<file path="src/rtl/conf_burst_sequencer_pkg.sv">
// Shared definitions for the config-job burst sequencer.
//   - CMD register bit positions (read / write enable)
//   - CONFIG_DATA register indices
//   - job state enum
//   - 4KB page constants (AXI bursts must not cross a 4KB boundary)
package conf_burst_sequencer_pkg;

  localparam int CMD_RD_BIT = 0;
  localparam int CMD_WR_BIT = 1;

  localparam int REG_CMD = 0;
  localparam int REG_SRC = 1;
  localparam int REG_DST = 2;
  localparam int REG_LEN = 3;

  localparam int PAGE_SH    = 12;
  localparam int PAGE_BYTES = 1 << PAGE_SH;

  typedef enum logic [1:0] {
    ST_IDLE = 2'd0,
    ST_RUN  = 2'd1,
    ST_DONE = 2'd2
  } job_state_e;

endpackage

</file>
<file path="src/rtl/conf_burst_sequencer_addr_gen.sv">
// One side (read or write) of the burst sequencer: walks a byte range in
// AXI3 bursts, keeps up to MAX_OUTST bursts in flight and reports when the
// whole range has been issued and acknowledged.
// Ports:
//   ACLK, ARESETN            clock, async active-low reset
//   load                     start a new range (job accepted into RUN)
//   load_addr, load_beats    range start byte address and length in beats
//                            (load_beats==0 leaves the side idle/complete)
//   cmd_valid/ready          burst command handshake
//   cmd_addr, cmd_len        burst start address, beats-1
//   done                     one-cycle pulse per completed burst
//   complete                 nothing left to issue and nothing in flight
module conf_burst_sequencer_addr_gen
  import conf_burst_sequencer_pkg::*;
#(
  parameter int BEAT_BYTES = 8,
  parameter int MAX_BURST  = 16,
  parameter int MAX_OUTST  = 4,
  parameter int REM_W      = 32 - $clog2(BEAT_BYTES)
) (
  input  logic             ACLK,
  input  logic             ARESETN,
  input  logic             load,
  input  logic [31:0]      load_addr,
  input  logic [REM_W-1:0] load_beats,
  output logic             cmd_valid,
  input  logic             cmd_ready,
  output logic [31:0]      cmd_addr,
  output logic [3:0]       cmd_len,
  input  logic             done,
  output logic             complete
);

  localparam int BEAT_SH = $clog2(BEAT_BYTES);
  localparam int OUT_W   = $clog2(MAX_OUTST + 1);
  localparam int BL_W    = $clog2(MAX_BURST) + 1;
  localparam int PW      = PAGE_SH + 1;

  logic [31:0]      addr_q, addr_d;
  logic [REM_W-1:0] rem_q, rem_d;
  logic [OUT_W-1:0] outst_q, outst_d;
  logic [3:0]       len_q, len_d;
  logic             valid_q, valid_d;
  logic             hs, dec;
  logic [BL_W-1:0]  beats_now, beats_d;

  // Burst size = min(remaining, MAX_BURST, beats left in the current 4KB page).
  function automatic logic [BL_W-1:0] burst_beats(input logic [PAGE_SH-1:0] page_off,
                                                 input logic [REM_W-1:0]   rem);
    logic [PW-1:0] to_page;
    logic [PW-1:0] beats;
    to_page = (PW'(PAGE_BYTES) - {1'b0, page_off}) >> BEAT_SH;
    beats   = PW'(MAX_BURST);
    if (to_page < beats) beats = to_page;
    if (rem < REM_W'(beats)) beats = PW'(rem);
    return BL_W'(beats);
  endfunction

  always_comb begin
    hs        = valid_q && cmd_ready;
    // A completion with nothing in flight is stale (e.g. from before a reset).
    dec       = done && (outst_q != '0);
    beats_now = BL_W'(len_q) + BL_W'(1);
    addr_d    = addr_q;
    rem_d     = rem_q;
    outst_d   = outst_q + OUT_W'(hs) - OUT_W'(dec);
    if (load) begin
      addr_d  = load_addr;
      rem_d   = load_beats;
      outst_d = '0;
    end else if (hs) begin
      addr_d = addr_q + (32'(beats_now) << BEAT_SH);
      rem_d  = rem_q - REM_W'(beats_now);
    end
    // addr/rem only move on a handshake, so a stalled command stays stable.
    beats_d = burst_beats(addr_d[PAGE_SH-1:0], rem_d);
    len_d   = (beats_d == '0) ? 4'd0 : 4'(beats_d - BL_W'(1));
    valid_d = (rem_d != '0) && (outst_d < OUT_W'(MAX_OUTST));
  end

  always_ff @(posedge ACLK or negedge ARESETN) begin
    if (!ARESETN) begin
      addr_q  <= '0;
      rem_q   <= '0;
      outst_q <= '0;
      len_q   <= '0;
      valid_q <= 1'b0;
    end else begin
      addr_q  <= addr_d;
      rem_q   <= rem_d;
      outst_q <= outst_d;
      len_q   <= len_d;
      valid_q <= valid_d;
    end
  end

  assign cmd_valid = valid_q;
  assign cmd_addr  = addr_q;
  assign cmd_len   = len_q;
  assign complete  = (rem_q == '0) && (outst_q == '0);

endmodule

</file>
<file path="src/rtl/conf_burst_sequencer.sv">
// Takes one job from the config block and splits it into AXI3 burst
// commands for the DRAM reader and writer. CONFIG_READY is low for the
// whole job; the config block times the job and raises its IRQ from that.
// Ports:
//   ACLK, ARESETN                 clock, async active-low reset
//   CONFIG_VALID/READY/DATA       job handshake; DATA = {LEN, DST, SRC, CMD}
//   RD_CMD_*, RD_DONE             read burst commands and completions
//   WR_CMD_*, WR_DONE             write burst commands and completions
//   JOB_ERR                       last accepted job was misaligned
module conf_burst_sequencer
  import conf_burst_sequencer_pkg::*;
#(
  parameter int NREG       = 4,
  parameter int W          = 32,
  parameter int BEAT_BYTES = 8,
  parameter int MAX_BURST  = 16,
  parameter int MAX_OUTST  = 4
) (
  input  logic              ACLK,
  input  logic              ARESETN,
  input  logic              CONFIG_VALID,
  output logic              CONFIG_READY,
  input  logic [NREG*W-1:0] CONFIG_DATA,
  output logic              RD_CMD_VALID,
  input  logic              RD_CMD_READY,
  output logic [31:0]       RD_CMD_ADDR,
  output logic [3:0]        RD_CMD_LEN,
  input  logic              RD_DONE,
  output logic              WR_CMD_VALID,
  input  logic              WR_CMD_READY,
  output logic [31:0]       WR_CMD_ADDR,
  output logic [3:0]        WR_CMD_LEN,
  input  logic              WR_DONE,
  output logic              JOB_ERR
);

  localparam int          BEAT_SH    = $clog2(BEAT_BYTES);
  localparam int          REM_W      = 32 - BEAT_SH;
  localparam logic [W-1:0] ALIGN_MASK = W'(BEAT_BYTES - 1);

  job_state_e       state_q, state_d;
  logic             job_err_q;
  logic [W-1:0]     cfg_cmd, cfg_src, cfg_dst, cfg_len;
  logic             rd_en, wr_en, cfg_err, cfg_empty, accept, load;
  logic [REM_W-1:0] rd_beats, wr_beats;
  logic             rd_complete, wr_complete;
  logic             unused_cmd_bits;

  assign cfg_cmd = CONFIG_DATA[REG_CMD*W +: W];
  assign cfg_src = CONFIG_DATA[REG_SRC*W +: W];
  assign cfg_dst = CONFIG_DATA[REG_DST*W +: W];
  assign cfg_len = CONFIG_DATA[REG_LEN*W +: W];
  assign unused_cmd_bits = ^cfg_cmd[W-1:2];

  assign rd_en = cfg_cmd[CMD_RD_BIT];
  assign wr_en = cfg_cmd[CMD_WR_BIT];

  // Alignment only matters for sides that will actually move data.
  assign cfg_err   = (rd_en && ((cfg_src & ALIGN_MASK) != '0)) ||
                     (wr_en && ((cfg_dst & ALIGN_MASK) != '0)) ||
                     ((rd_en || wr_en) && ((cfg_len & ALIGN_MASK) != '0));
  assign cfg_empty = (cfg_len == '0) || !(rd_en || wr_en);

  assign accept = CONFIG_VALID && (state_q == ST_IDLE);
  assign load   = accept && !cfg_err && !cfg_empty;

  // A disabled side is loaded with zero beats and so reports complete at once.
  assign rd_beats = rd_en ? REM_W'(cfg_len >> BEAT_SH) : '0;
  assign wr_beats = wr_en ? REM_W'(cfg_len >> BEAT_SH) : '0;

  always_comb begin
    state_d      = state_q;
    CONFIG_READY = 1'b0;
    case (state_q)
      ST_IDLE: begin
        CONFIG_READY = 1'b1;
        if (accept) state_d = (cfg_err || cfg_empty) ? ST_DONE : ST_RUN;
      end
      ST_RUN:  if (rd_complete && wr_complete) state_d = ST_DONE;
      ST_DONE: state_d = ST_IDLE;
      default: state_d = ST_IDLE;
    endcase
  end

  always_ff @(posedge ACLK or negedge ARESETN) begin
    if (!ARESETN) begin
      state_q   <= ST_IDLE;
      job_err_q <= 1'b0;
    end else begin
      state_q <= state_d;
      if (accept) job_err_q <= cfg_err;
    end
  end

  assign JOB_ERR = job_err_q;

  conf_burst_sequencer_addr_gen #(
    .BEAT_BYTES (BEAT_BYTES),
    .MAX_BURST  (MAX_BURST),
    .MAX_OUTST  (MAX_OUTST),
    .REM_W      (REM_W)
  ) u_rd (
    .ACLK       (ACLK),
    .ARESETN    (ARESETN),
    .load       (load),
    .load_addr  (32'(cfg_src)),
    .load_beats (rd_beats),
    .cmd_valid  (RD_CMD_VALID),
    .cmd_ready  (RD_CMD_READY),
    .cmd_addr   (RD_CMD_ADDR),
    .cmd_len    (RD_CMD_LEN),
    .done       (RD_DONE),
    .complete   (rd_complete)
  );

  conf_burst_sequencer_addr_gen #(
    .BEAT_BYTES (BEAT_BYTES),
    .MAX_BURST  (MAX_BURST),
    .MAX_OUTST  (MAX_OUTST),
    .REM_W      (REM_W)
  ) u_wr (
    .ACLK       (ACLK),
    .ARESETN    (ARESETN),
    .load       (load),
    .load_addr  (32'(cfg_dst)),
    .load_beats (wr_beats),
    .cmd_valid  (WR_CMD_VALID),
    .cmd_ready  (WR_CMD_READY),
    .cmd_addr   (WR_CMD_ADDR),
    .cmd_len    (WR_CMD_LEN),
    .done       (WR_DONE),
    .complete   (wr_complete)
  );

endmodule

</file>
<file path="config.mk">
export PLATFORM = sky130hd
export DESIGN_NAME = conf_burst_sequencer
export DESIGN_NICKNAME = d
export VERILOG_FILES = /design/src/rtl/conf_burst_sequencer_pkg.sv /design/src/rtl/conf_burst_sequencer_addr_gen.sv /design/src/rtl/conf_burst_sequencer.sv
export SDC_FILE = /design/constraint.sdc
export NUM_CORES = 1
export LEC_CHECK = 0
export CAP_MARGIN = 40
export CORE_MARGIN = 2
export CORE_UTILIZATION = 57
export CTS_BUF_LIST = sky130_fd_sc_hd__clkbuf_8
export DETAILED_ROUTE_END_ITERATION = 8
export PLACE_DENSITY = 0.88
export SKIP_CTS_REPAIR_TIMING = 1
export SKIP_LAST_GASP = 1
export SLEW_MARGIN = 0
export SYNTH_ARGS = -nofsm -noshare
export SYNTH_HDL_FRONTEND = slang
export SYNTH_SLANG_ARGS = --single-unit
</file>
<file path="constraint.sdc">
create_clock -name ACLK -period 13.7 [get_ports ACLK]
set_input_delay 2.74 -clock ACLK [delete_from_list [all_inputs] [get_ports ACLK]]
set_output_delay 2.74 -clock ACLK [all_outputs]
set_load 0.01 [all_outputs]
</file>
==> results.sh <==
export IMPL_clk_latency_ns=0.47
export IMPL_power_frac_comb=0.512
export IMPL_period_share=0.597
export IMPL_internal_power_uw=1270
export IMPL_ant_nets=0
export IMPL_gp_congestion=0.899
export IMPL_boundaryPins=211
export IMPL_cp_max_fo=49
export IMPL_cts_root_buf="clkbuf_8"
export IMPL_netSwitchingFraction=0.431
export IMPL_synth_distinct_cells=76
export IMPL_maxSlewHeadroom=0.452
export IMPL_reg2reg_slack_ns=7.84
export IMPL_required_ns=14.03
export IMPL_crit_end="u_rd.cmd_len[3]$_DFF_PN0_"
export IMPL_htreeDepth=4
export IMPL_cts_tree="built"
export IMPL_wl_per_cell_um=17.4
export IMPL_start_util=0.583
export IMPL_finalCriticalPeriod_ns=8.18
export IMPL_grt_pass1_wl_mm=44.1
export IMPL_cp_num_cells=18
export IMPL_cts_sinks=141
export IMPL_cap_violations=0
export IMPL_power_uw=2230
export IMPL_synth_yosys_warnings=0
export IMPL_drtIter0Drc=950
export IMPL_critPathArrivalTime_ns=8.51
export IMPL_num_fill_cells=1343
export IMPL_holdWs_ns=0.482
export IMPL_diodes=0
export IMPL_grt_use_met3=0.0646
export IMPL_firstDrtPassIters=5
export IMPL_design_die_area_um2=18100
export IMPL_status="completed"
export IMPL_startpoint_type="input port"
export IMPL_syn_avg_cell_area_um2=8.31
export IMPL_synth_seq_cells=141
export IMPL_nets=1519
export IMPL_setup_tns_final_ns=0
export IMPL_slew_viol_final=0
export IMPL_cpMaxStageDelayCell="nor4_1"
export IMPL_grtUsageMet1=0.412
export IMPL_synth_area_leaders="dfrtp_1, xnor2_1, ha_1"
export IMPL_crit_type="input port to flip-flop"
export IMPL_grt_pass1_vias=9039
export IMPL_portBuffers=180
export IMPL_syn_to_final_growth_pct=24.9
export IMPL_grt_overflow=0
export IMPL_end_kind="flip-flop"
export IMPL_r2r_start="u_rd.cmd_len[0]$_DFF_PN0_"
export IMPL_syn_cell_area_um2=9710
export IMPL_crit_buf_inv=2
export IMPL_use_met2=0.486
export IMPL_ir_drop_v=0.000116
export IMPL_stdcell_count=1567
export IMPL_most_common_layout_cells="clkdlybuf4s50_1, dfrtp_1, nand2_1"
export IMPL_max_slew_worst_pin_slew_ns=0.818
export IMPL_worst_clock_skew_ns=0.0113
export IMPL_dp_cells=1535
export IMPL_routed_wirelength_mm=27.3
export IMPL_yosysTopAreaCell="dfrtp_1"
export IMPL_p_seq_frac=0.321
export IMPL_setup_worst_path_start="CONFIG_DATA[112]"
export IMPL_hold_path_class="flip-flop to flip-flop"
export IMPL_clk_pin_slew_ns=0.08
export IMPL_final_hold_viol_count=0
export IMPL_design_core_area_um2=16600
export IMPL_via_per_inst=6.01
export IMPL_fmax_ghz=0.122
export IMPL_cts_buffers=17
export IMPL_rows=47
export IMPL_cts_path_max_buffers=2
export IMPL_synth_ff_type="dfrtp_1"
export IMPL_rr_endpoint="u_rd.cmd_len[3]$_DFF_PN0_"
export IMPL_yosysSeqAreaShare=0.363
export IMPL_r2r_cells=21
export IMPL_grt_busiest_layer="met2"
export IMPL_synth_edf_count=0
export IMPL_path_delay_family="simple AND/OR/NAND/NOR gates"
export IMPL_p_clk_frac=0.167
export IMPL_rsz0062_at_grt="no"
export IMPL_pre_cts_slack_ns=5.30
export IMPL_syn_inst=1168
export IMPL_track_usage=0.303
export IMPL_finalSetupViolations=0
export IMPL_power_density_nw_per_um2=184
export IMPL_die_h_um=134
export IMPL_die_width_um=134
export IMPL_multi_input_area_um2=5860
export IMPL_vias=9413
export IMPL_path_cells="clkdlybuf4s50_1, nor4_1, nand3_1, nor3_1, or4_2, buf_4, nor3_1, a21oi_1, nand2b_1, ha_1, a21o_1, a21o_1, a21oi_1, o21ai_0, o32ai_4, nand3_1, a2111oi_1, a31oi_1"
export IMPL_setup_slack_ns=5.52
export IMPL_grt_max_degree=186
export IMPL_synthArstFlopShare=1.00
export IMPL_layout_drive_gt1_share=0.0453
export IMPL_ff_latch_area_um2=3530
export IMPL_critPathMaxStageDelay_ns=0.66
export IMPL_drc=0
export IMPL_p_sw_uw=961
export IMPL_layout_commonest_cell="clkdlybuf4s50_1"
export IMPL_leakagePower_uw=0.00485
export IMPL_synth_top_area_frac=0.363
export IMPL_hpwl_mm=19.9
export IMPL_grt_antenna_before_repair=0
[metal layers]
layer | up-vias | share of wire
met1 | 4445 | 0.43
met3 | 62 | 0.082
met5 | - | 0
li1 | 4471 | -
met4 | 0 | 0.026
met2 | 435 | 0.46
[cells by family (layout without fill, tap and decap cells)]
| family | count (synthesis) | after routing | share of synthesized area |
|---|---|---|---|
| buf+inv | 92 | 262 | 0.0374 |
| fa+ha+maj | 50 | 50 | 0.0691 |
| xor+xnor | 111 | 111 | 0.100 |
| simple gates | 514 | 514 | 0.265 |
| other cells | 1 | 10 | 0.000386 |
| flops | 141 | 141 | 0.363 |
| compound gates | 247 | 247 | 0.152 |
| mux | 12 | 12 | 0.0126 |
[stage by stage]
stage | cell area (um2) | utilization
floorplan | 9740 | -
global placement | 11700 | 0.702
detailed placement | 11700 | 0.702
CTS | 12100 | 0.728
global route | 12100 | 0.728
finish | 12100 | 0.728
[registers in the layout, summed over array words and instances (netlist names), 2 cells and up]
| register | count |
|---|---|
| u_rd.cmd_addr | 32 |
| u_wr.rem_q | 29 |
| u_wr.cmd_addr | 32 |
| u_rd.outst_q | 3 |
| u_rd.cmd_len | 4 |
| u_wr.cmd_len | 4 |
| u_rd.rem_q | 29 |
| state_q | 2 |
| u_wr.outst_q | 3 |
[worst min-delay path by stage]
stage / startpoint / slack (ns) / cells after the start / end
2_1_floorplan: state_q[1]$_DFFE_PN0P_ / 0.43 / 1 / state_q[1]$_DFFE_PN0P_
3_3_place_gp: state_q[1]$_DFFE_PN0P_ / 0.45 / 1 / state_q[1]$_DFFE_PN0P_
3_5_place_dp: state_q[1]$_DFFE_PN0P_ / 0.46 / 1 / state_q[1]$_DFFE_PN0P_
4_1_cts: state_q[1]$_DFFE_PN0P_ / 0.47 / 1 / state_q[1]$_DFFE_PN0P_
5_1_grt: state_q[1]$_DFFE_PN0P_ / 0.50 / 1 / state_q[1]$_DFFE_PN0P_
6_report: state_q[1]$_DFFE_PN0P_ / 0.48 / 1 / state_q[1]$_DFFE_PN0P_
[layout make-up]
cell class,instances,share of cell area
inverters,44,0.0136
repair buffers,186,0.154
clock buffers,17,0.0193
clock inverters,15,0.0163
multi-input cells,944,0.483
flip-flops and latches,141,0.291
well taps,220,0.0227
[power by group through the flow]
stage                     Clock [uW]  Combinational (uW)  Sequential (uW)
final                            372                1140              716
after global routing             393                1260              731
after CTS                        376                1130              711
after detailed placement           0                1110              716
after global placement             0                1060              709
after floorplan                    0                 756              700
[Yosys cell counts (3+ instances only)]
master    instances
dfrtp_1         141
and4_1            5
nand4_1          12
or4_1             6
nand2b_1         11
nor4_1           31
buf_2             8
xnor2_1          70
or3_1            18
clkbuf_1         34
o21ai_0         103
a21boi_0          3
nand3_1          66
o21a_1            6
mux2i_1          10
a31oi_1           9
nor3_1           55
buf_1             5
o21ai_1           6
and2_1            8
a21o_1           12
or2_2             3
and4b_1           3
xor2_1           41
ha_1             44
o211ai_1          6
a211oi_1          6
fa_1              6
nand2_1         138
nor2b_1          16
a21oi_1          71
nor2_1          107
nor3b_1           6
inv_1            43
and3_1            9
Note: power is estimated with default switching activity, not from simulation.
